===== src/rtl/uart_tx_fifo.sv =====
// Byte FIFO that launches one byte at a time into uart_tx and waits for its done.
module uart_tx_fifo #(
  parameter int unsigned DEPTH_LOG2 = 4
) (
  input  logic                  i_clk,
  input  logic                  i_rst,
  input  logic                  i_wr_en,
  input  logic [7:0]            i_wr_byte,
  output logic                  o_full,
  output logic                  o_empty,
  output logic [DEPTH_LOG2:0]   o_count,
  output logic                  o_overflow,
  output logic                  o_tx_byte_rdy,
  output logic [7:0]            o_tx_byte,
  input  logic                  i_tx_active,
  input  logic                  i_tx_done,
  output logic                  o_busy
);

  localparam int unsigned DEPTH = 2 ** DEPTH_LOG2;
  localparam logic [DEPTH_LOG2:0]   FULL_CNT = (DEPTH_LOG2 + 1)'(DEPTH);
  localparam logic [DEPTH_LOG2:0]   CNT_ONE  = (DEPTH_LOG2 + 1)'(1);
  localparam logic [DEPTH_LOG2-1:0] PTR_ONE  = DEPTH_LOG2'(1);

  typedef enum logic {
    ST_IDLE,
    ST_WAIT
  } state_t;

  state_t                state_q;
  state_t                state_d;
  logic [7:0]            mem [DEPTH];
  logic [DEPTH_LOG2-1:0] wr_ptr;
  logic [DEPTH_LOG2-1:0] rd_ptr;
  logic [DEPTH_LOG2:0]   count;
  logic                  pop;
  logic                  wr_ok;

  assign o_full  = (count == FULL_CNT);
  assign o_empty = (count == '0);
  assign o_count = count;
  assign o_busy  = (state_q != ST_IDLE) || !o_empty;
  assign wr_ok   = i_wr_en && !o_full;

  // Launch decision and WAIT->IDLE on done; a done seen in IDLE is ignored.
  always_comb begin
    state_d = state_q;
    pop     = 1'b0;
    case (state_q)
      ST_IDLE: begin
        if (!o_empty && !i_tx_active) begin
          pop     = 1'b1;
          state_d = ST_WAIT;
        end
      end
      ST_WAIT: begin
        if (i_tx_done) begin
          state_d = ST_IDLE;
        end
      end
      default: state_d = ST_IDLE;
    endcase
  end

  // Storage array; contents are not reset, pointers define validity.
  always_ff @(posedge i_clk) begin
    if (wr_ok) begin
      mem[wr_ptr] <= i_wr_byte;
    end
  end

  // Pointers, occupancy, launch strobe and state register.
  always_ff @(posedge i_clk) begin
    if (i_rst) begin
      state_q       <= ST_IDLE;
      wr_ptr        <= '0;
      rd_ptr        <= '0;
      count         <= '0;
      o_overflow    <= 1'b0;
      o_tx_byte_rdy <= 1'b0;
      o_tx_byte     <= '0;
    end else begin
      state_q       <= state_d;
      o_overflow    <= i_wr_en && o_full;
      o_tx_byte_rdy <= pop;
      if (pop) begin
        o_tx_byte <= mem[rd_ptr];
        rd_ptr    <= rd_ptr + PTR_ONE;
      end
      if (wr_ok) begin
        wr_ptr <= wr_ptr + PTR_ONE;
      end
      case ({wr_ok, pop})
        2'b10:   count <= count + CNT_ONE;
        2'b01:   count <= count - CNT_ONE;
        default: count <= count;
      endcase
    end
  end

endmodule

===== config.mk =====
export PLATFORM = sky130hd
export DESIGN_NAME = uart_tx_fifo
export DESIGN_NICKNAME = d
export VERILOG_FILES = /design/src/rtl/uart_tx_fifo.sv
export SDC_FILE = /design/constraint.sdc
export NUM_CORES = 1
export LEC_CHECK = 0
export CELL_PAD_IN_SITES_DETAIL_PLACEMENT = 1
export CELL_PAD_IN_SITES_GLOBAL_PLACEMENT = 1
export CORE_AREA = 5 5 152 154
export CTS_CLUSTER_SIZE = 40
export DETAILED_ROUTE_END_ITERATION = 6
export DIE_AREA = 0 0 157 159
export PLACE_DENSITY = 0.53
export SKIP_LAST_GASP = 1
export SLEW_MARGIN = 20
export SYNTH_ARGS = -nofsm -noshare
export SYNTH_HDL_FRONTEND = slang
export SYNTH_SLANG_ARGS = --single-unit

===== constraint.sdc =====
create_clock -name i_clk -period 4.3 [get_ports i_clk]
set_input_delay 0.86 -clock i_clk [delete_from_list [all_inputs] [get_ports i_clk]]
set_output_delay 0.86 -clock i_clk [all_outputs]
set_load 0.05 [all_outputs]

======== Word-level counts from Yosys, hierarchy flattened ========
Memories as Yosys holds them, arrays and structs flattened. A register that Yosys moved wholly into a read port is not among the register bits.
Index checks and enable logic that the tools add are counted.
operators by class
  add/subtract/negate cells ............... 4
  equality and inequality tests ........... 3
  mux-type cells .......................... 7
  bitwise gates (word level) .............. 1
  reduce and logical (&&, ||, !) cells .... 9
operators with widths
  kind                                                                 count
  5-bit case mux with 2 select lines                                   1
  4-bit by 1-bit adder with 4-bit output (second input constant)       2
  5-bit by 1-bit adder with 5-bit output (second input constant)       1
  5-bit == test (second input constant)                                1
  5-bit logical NOT                                                    1
  1-bit two-way mux                                                    5
  5-bit by 1-bit subtractor with 5-bit output (second input constant)  1
  1-bit logical AND                                                    3
  1-bit logical NOT                                                    3
  2-bit by 1-bit == test with 1-bit output (second input constant)     1
  2-bit == test (second input constant)                                1
  1-bit case mux with 2 select lines                                   1
  2-bit nonzero test                                                   1
  1-bit logical OR                                                     1
  1-bit inverter                                                       1
word-level totals
  flip-flop bits (word level) ............. 16
  memory bits (writable) .................. 128
  memories ................................ 1
memory list
  memory  depth  bits a word  read ports  clocked after Yosys merged registers in  wr ports  line  text
  mem     16     8            1           1                                        1         32    logic [7:0] mem [DEPTH];

======== Longest topological paths before layout ========
  depth after elaboration ................. 7
  gate-level depth with buffers ........... 13

======== Worst setup path after synthesis ========
No wires, ideal clock.
  kind .................................... reg2reg
  from .................................... reg count[1], in the netlist o_count[1]
  to ...................................... reg count[4], in the netlist o_count[4]
  library setup time ...................... 62 ps
  arrival time ............................ 3096 ps
  data required time ...................... 4238 ps
  slack ................................... 1142 ps
  stages on the path, launching flop included .. 13
  buffers on the path ..................... 4
  cells stage by stage .................... dfxtp_1 > buf_6 > or4_4 > buf_6 > o21ai_4 > inv_4 > buf_6 > ha_1 > clkbuf_1 > or4b_2 > a21oi_1 > a31oi_1 > nand3_1
on the way
  cells in the longest elaborated chain, start to end .. 7
ends and longest elaborated chain
  element                                                                    line  text
  from (decl)                                                                35    logic [DEPTH_LOG2:0] count;
  from (signal assigned)                                                     94    2'b10: count <= count + CNT_ONE;
  from (signal assigned)                                                     95    2'b01: count <= count - CNT_ONE;
  from (signal assigned)                                                     96    default: count <= count;
  5-bit logical NOT *                                                        40    assign o_empty = (count == '0);
  1-bit logical NOT *                                                        51    if (!o_empty && !i_tx_active) begin
  1-bit logical AND *                                                        51
  1-bit two-way mux *                                                        51
  1-bit two-way mux *                                                        49    case (state_q)
  named net pop                                                              36    logic pop;
  2-bit by 1-bit == test with 1-bit output or 2-bit == test (tied branches)  93    case ({wr_ok, pop})
  5-bit case mux with 2 select lines or 2-bit nonzero test (tied branches)   n/a
Mark *: on every way through the listed nets, which the timed path passes. The rest lies on a longest branch.
A chain may end at the register's enable or synchronous reset.

======== Worst setup path in the final report ========
  from .................................... reg count[1], in the netlist o_count[1]
  to ...................................... out o_busy
on the way
  cells in the longest elaborated chain, start to end .. 3
ends and longest elaborated chain
  element            line  text
  5-bit logical NOT  40
  1-bit logical NOT  42    assign o_busy = (state_q != ST_IDLE) || !o_empty;
  1-bit logical OR   42
  to (decl)          17    output logic o_busy
No other way between the ends.

==> metrics.yaml <==
cts:
  clkTransAtPathRegs_ns: 0.07
  postCtsHoldBufs: 0
  numCtsBuffers: 17
  post_cts_buffers: 0
  root_buffer: "clkbuf_16"
  ctsHtreeMaxLevel: 4
  clockBufferDepth: 2
  cts_resized: 0
  insertion_delay_ns: 0.42
  cts_sinks: 152
  tritoncts: "done"
placement:
  dp_cells: 691
  dp_hpwl_mm: 9.74
  numPortBuffers: 30
  gp_congestion: 0.731
timing:
  max_freq_mhz: 290
  finalSetupViolations: 0
  rsz0062_at_grt: "false"
  layout_min_cycle_time_ns: 3.45
  period_share_pct: 80.1
  worst_pin_slew_ns: 0.932
  finClkSkew_ns: 0.00768
  fin_tns_setup_ns: 0
  slew_headroom_pct: 37.6
  hold_viol: 0
  slew_viol_final: 0
worst_hold_path:
  hold_class: "flip-flop to flip-flop"
  worstHoldPathCells: 2
  hold_path_end: "o_tx_byte[7]$_SDFFE_PP0P_"
  hold_start: "o_tx_byte[7]$_SDFFE_PP0P_"
global_routing:
  antenna_found_initial: 0
  grt_max_degree: 29
  grt_remaining_overflow: 0
  grt_pass1_vias: 3668
  grt_first_pass_wirelength_mm: 22.5
  grtUsageTotal_pct: 12.3
floorplan:
  die_height_um: 159
  die_area_um2: 25000
  fp-row-count: 54
  die_width_um: 157
  coreArea_um2: 21600
  io_pins: 31
  initial_utilization_pct: 28.6
synthesis:
  yosysWarnings: 0
  synthCells: 393
  synth_top_cell_by_area: "edfxtp_1"
  synth_fa_ha_area_share_pct: 1.83
  avgSynthCellArea_um2: 15.7
  synthSimpleGateAreaFrac_pct: 6.15
  synth_most_common_cell: "edfxtp_1"
  syn-num-nets: 415
  yosys-top-cells-count: "edfxtp_1 (128), mux2i_1 (44), nor2_1 (34), dfxtp_1 (24), o22ai_1 (21)"
  ys.flop_type: "edfxtp_1"
  ys_ff_latch: 152
  synth.distinct_cells: 45
  synth-xor-area-share_pct: 1.28
  synth_edf_count: 128
  ys_seq_area_share_pct: 70.1
  synth_top_area_share_pct: 62.3
  synth_area_um2: 6170
  synthTopCellsByArea: "edfxtp_1 (62%), dfxtp_1 (7.8%), mux2i_1 (7.1%)"
  synth_compound_area_share_pct: 6.84
  synth_mux_area_share_pct: 11.2
  synth_top_family_by_area: "multiplexers"
  async_flop_share_pct: 0
power:
  p_leak_nw: 2.30
  power.density_nw_per_um2: 608
  finalPower_mw: 4.48
  peakVddDrop_mv: 0.260
detailed_routing:
  avgViaCountPerCell: 4.75
  routedWlPerCell_um: 20.3
  drt-pass1-iter-count: 4
  ant_nets: 0
  vias: 3442
  dr.first_iter.drc_count: 215
  routed_wl_mm: 14.7
  drc: 0
final_layout:
  final_cell_count_no_fill: 724
  layout.nets: 452
  layout-drive-gt1-share_pct: 15.1
  areaGrowthSynthToFinish_pct: 19.5
setup_path:
  critPathKind: "flip-flop to output pin"
  regToRegSetupSlack_ns: 1.28
  cp_slowest_cell: "clkdlybuf4s50_1"
  r2r_end: "o_count[4]$_SDFFE_PP0P_"
  rr_startpoint: "o_count[1]$_SDFFE_PP0P_"
  cp.buffers_inverters: 1
  cp_data_arrival_time_ns: 2.59
  end_kind: "output pin"
  critical_path_peak_fanout: 10
  reg2regPathDepth: 8
  cp_top_family: "simple AND/OR/NAND/NOR gates"
  path_cells: "or4_4 -> or3_2 -> clkdlybuf4s50_1"
  cp-start-kind: "flip-flop"
  required_ns: 3.44
  cp_slowest_stage_delay_ns: 0.71
flow_run:
  drv_cap: 0
run_status:
  status: "finished, final reports clean"
## area by class of cell
| type | count | area, um^2 |
|---|---|---|
| Inverter | 8 | 32.5 |
| Clock inverter | 12 | 105 |
| Tap cell | 280 | 350 |
| Fill cell | 2211 | 14200 |
| Sequential cell | 152 | 4330 |
| Timing Repair Buffer | 42 | 390 |
| Multi-Input combinational cell | 209 | 1690 |
| Clock buffer | 20 | 478 |
| Antenna cell | 1 | 2.50 |
## cells by family after synthesis
family	after synthesis
DFF	152
and+or+nand+nor	77
AOI/OAI and AO/OA	59
muxes	55
buffers and inverters	32
xor gates and xnor gates	9
adders and majority gates	9
## cells in the final DEF, fill, tap and decap left out, drive strengths merged, types with 4 or more instances in the layout
cell type | synthesis | final
dfxtp | 24 | 24
nand2 | 11 | 11
xor2 | 6 | 6
a21oi | 6 | 6
edfxtp | 128 | 128
a211oi | 8 | 8
clkbuf | 8 | 20
nor2 | 34 | 34
clkdlybuf4s50 | 0 | 30
ha | 9 | 9
nand2b | 4 | 4
o22ai | 21 | 21
inv | 8 | 14
buf | 16 | 12
clkinvlp | 0 | 4
mux2i | 44 | 44
o211ai | 4 | 4
nor3 | 9 | 9
mux4 | 11 | 11
a2111oi | 6 | 6
## through the flow
step | instance area, um^2 | setup WS, ns | util, % | hold WS, ns
finish | 7370 | 0.855 | 34.2 | 0.498
global route | 7370 | 0.763 | 34.2 | 0.544
CTS | 7370 | 0.815 | 34.2 | 0.506
detailed placement | 6780 | 0.724 | 31.5 | 0.497
global placement | 6780 | 0.847 | 31.5 | 0.492
floorplan | 6170 | 1.14 | - | 0.459
## power breakdown
group | total [mW] | switching (mW) | internal [mW] | leakage [nW]
Combinational | 1.20 | 0.772 | 0.433 | 0.675
Sequential | 1.83 | 0.120 | 1.71 | 1.35
Clock | 1.45 | 0.628 | 0.820 | 0.275
## worst reg2reg max path, delay by kind of cell, from the launching register on
| kind | cells | cell delay, ns |
|---|---|---|
| fa+ha+maj | 1 | 0.47 |
| compound gates | 3 | 0.53 |
| buf+inv | 1 | 0.15 |
| simple gates | 3 | 1.42 |
| flops | 1 | 0.41 |
## layer usage
layer,GRT usage (%),routed length (um)
met5,0,0
met2,20.1,7290
met3,3.26,373
met1,16.0,6890
met4,3.67,169
## flip-flops by register name (all words and copies together), names as in the netlist
register	count
wr_ptr	4
mem	128
o_count	5
state_q	1
o_tx_byte_rdy	1
o_tx_byte	8
rd_ptr	4
o_overflow	1
## worst max path at each step
stage | startpoint | endpoint | slack (ns) | cells after the start
after global placement | i_wr_en | o_count[4]$_SDFFE_PP0P_ | 0.85 | 10
after global routing | o_count[1]$_SDFFE_PP0P_ | o_busy | 0.76 | 3
after floorplan | o_count[1]$_SDFFE_PP0P_ | o_count[4]$_SDFFE_PP0P_ | 1.14 | 12
after detailed placement | i_wr_en | o_count[4]$_SDFFE_PP0P_ | 0.72 | 10
after CTS | o_count[1]$_SDFFE_PP0P_ | o_busy | 0.82 | 3
final | o_count[1]$_SDFFE_PP0P_ | o_busy | 0.85 | 3
No activity file was read; power rests on OpenSTA's default activity.
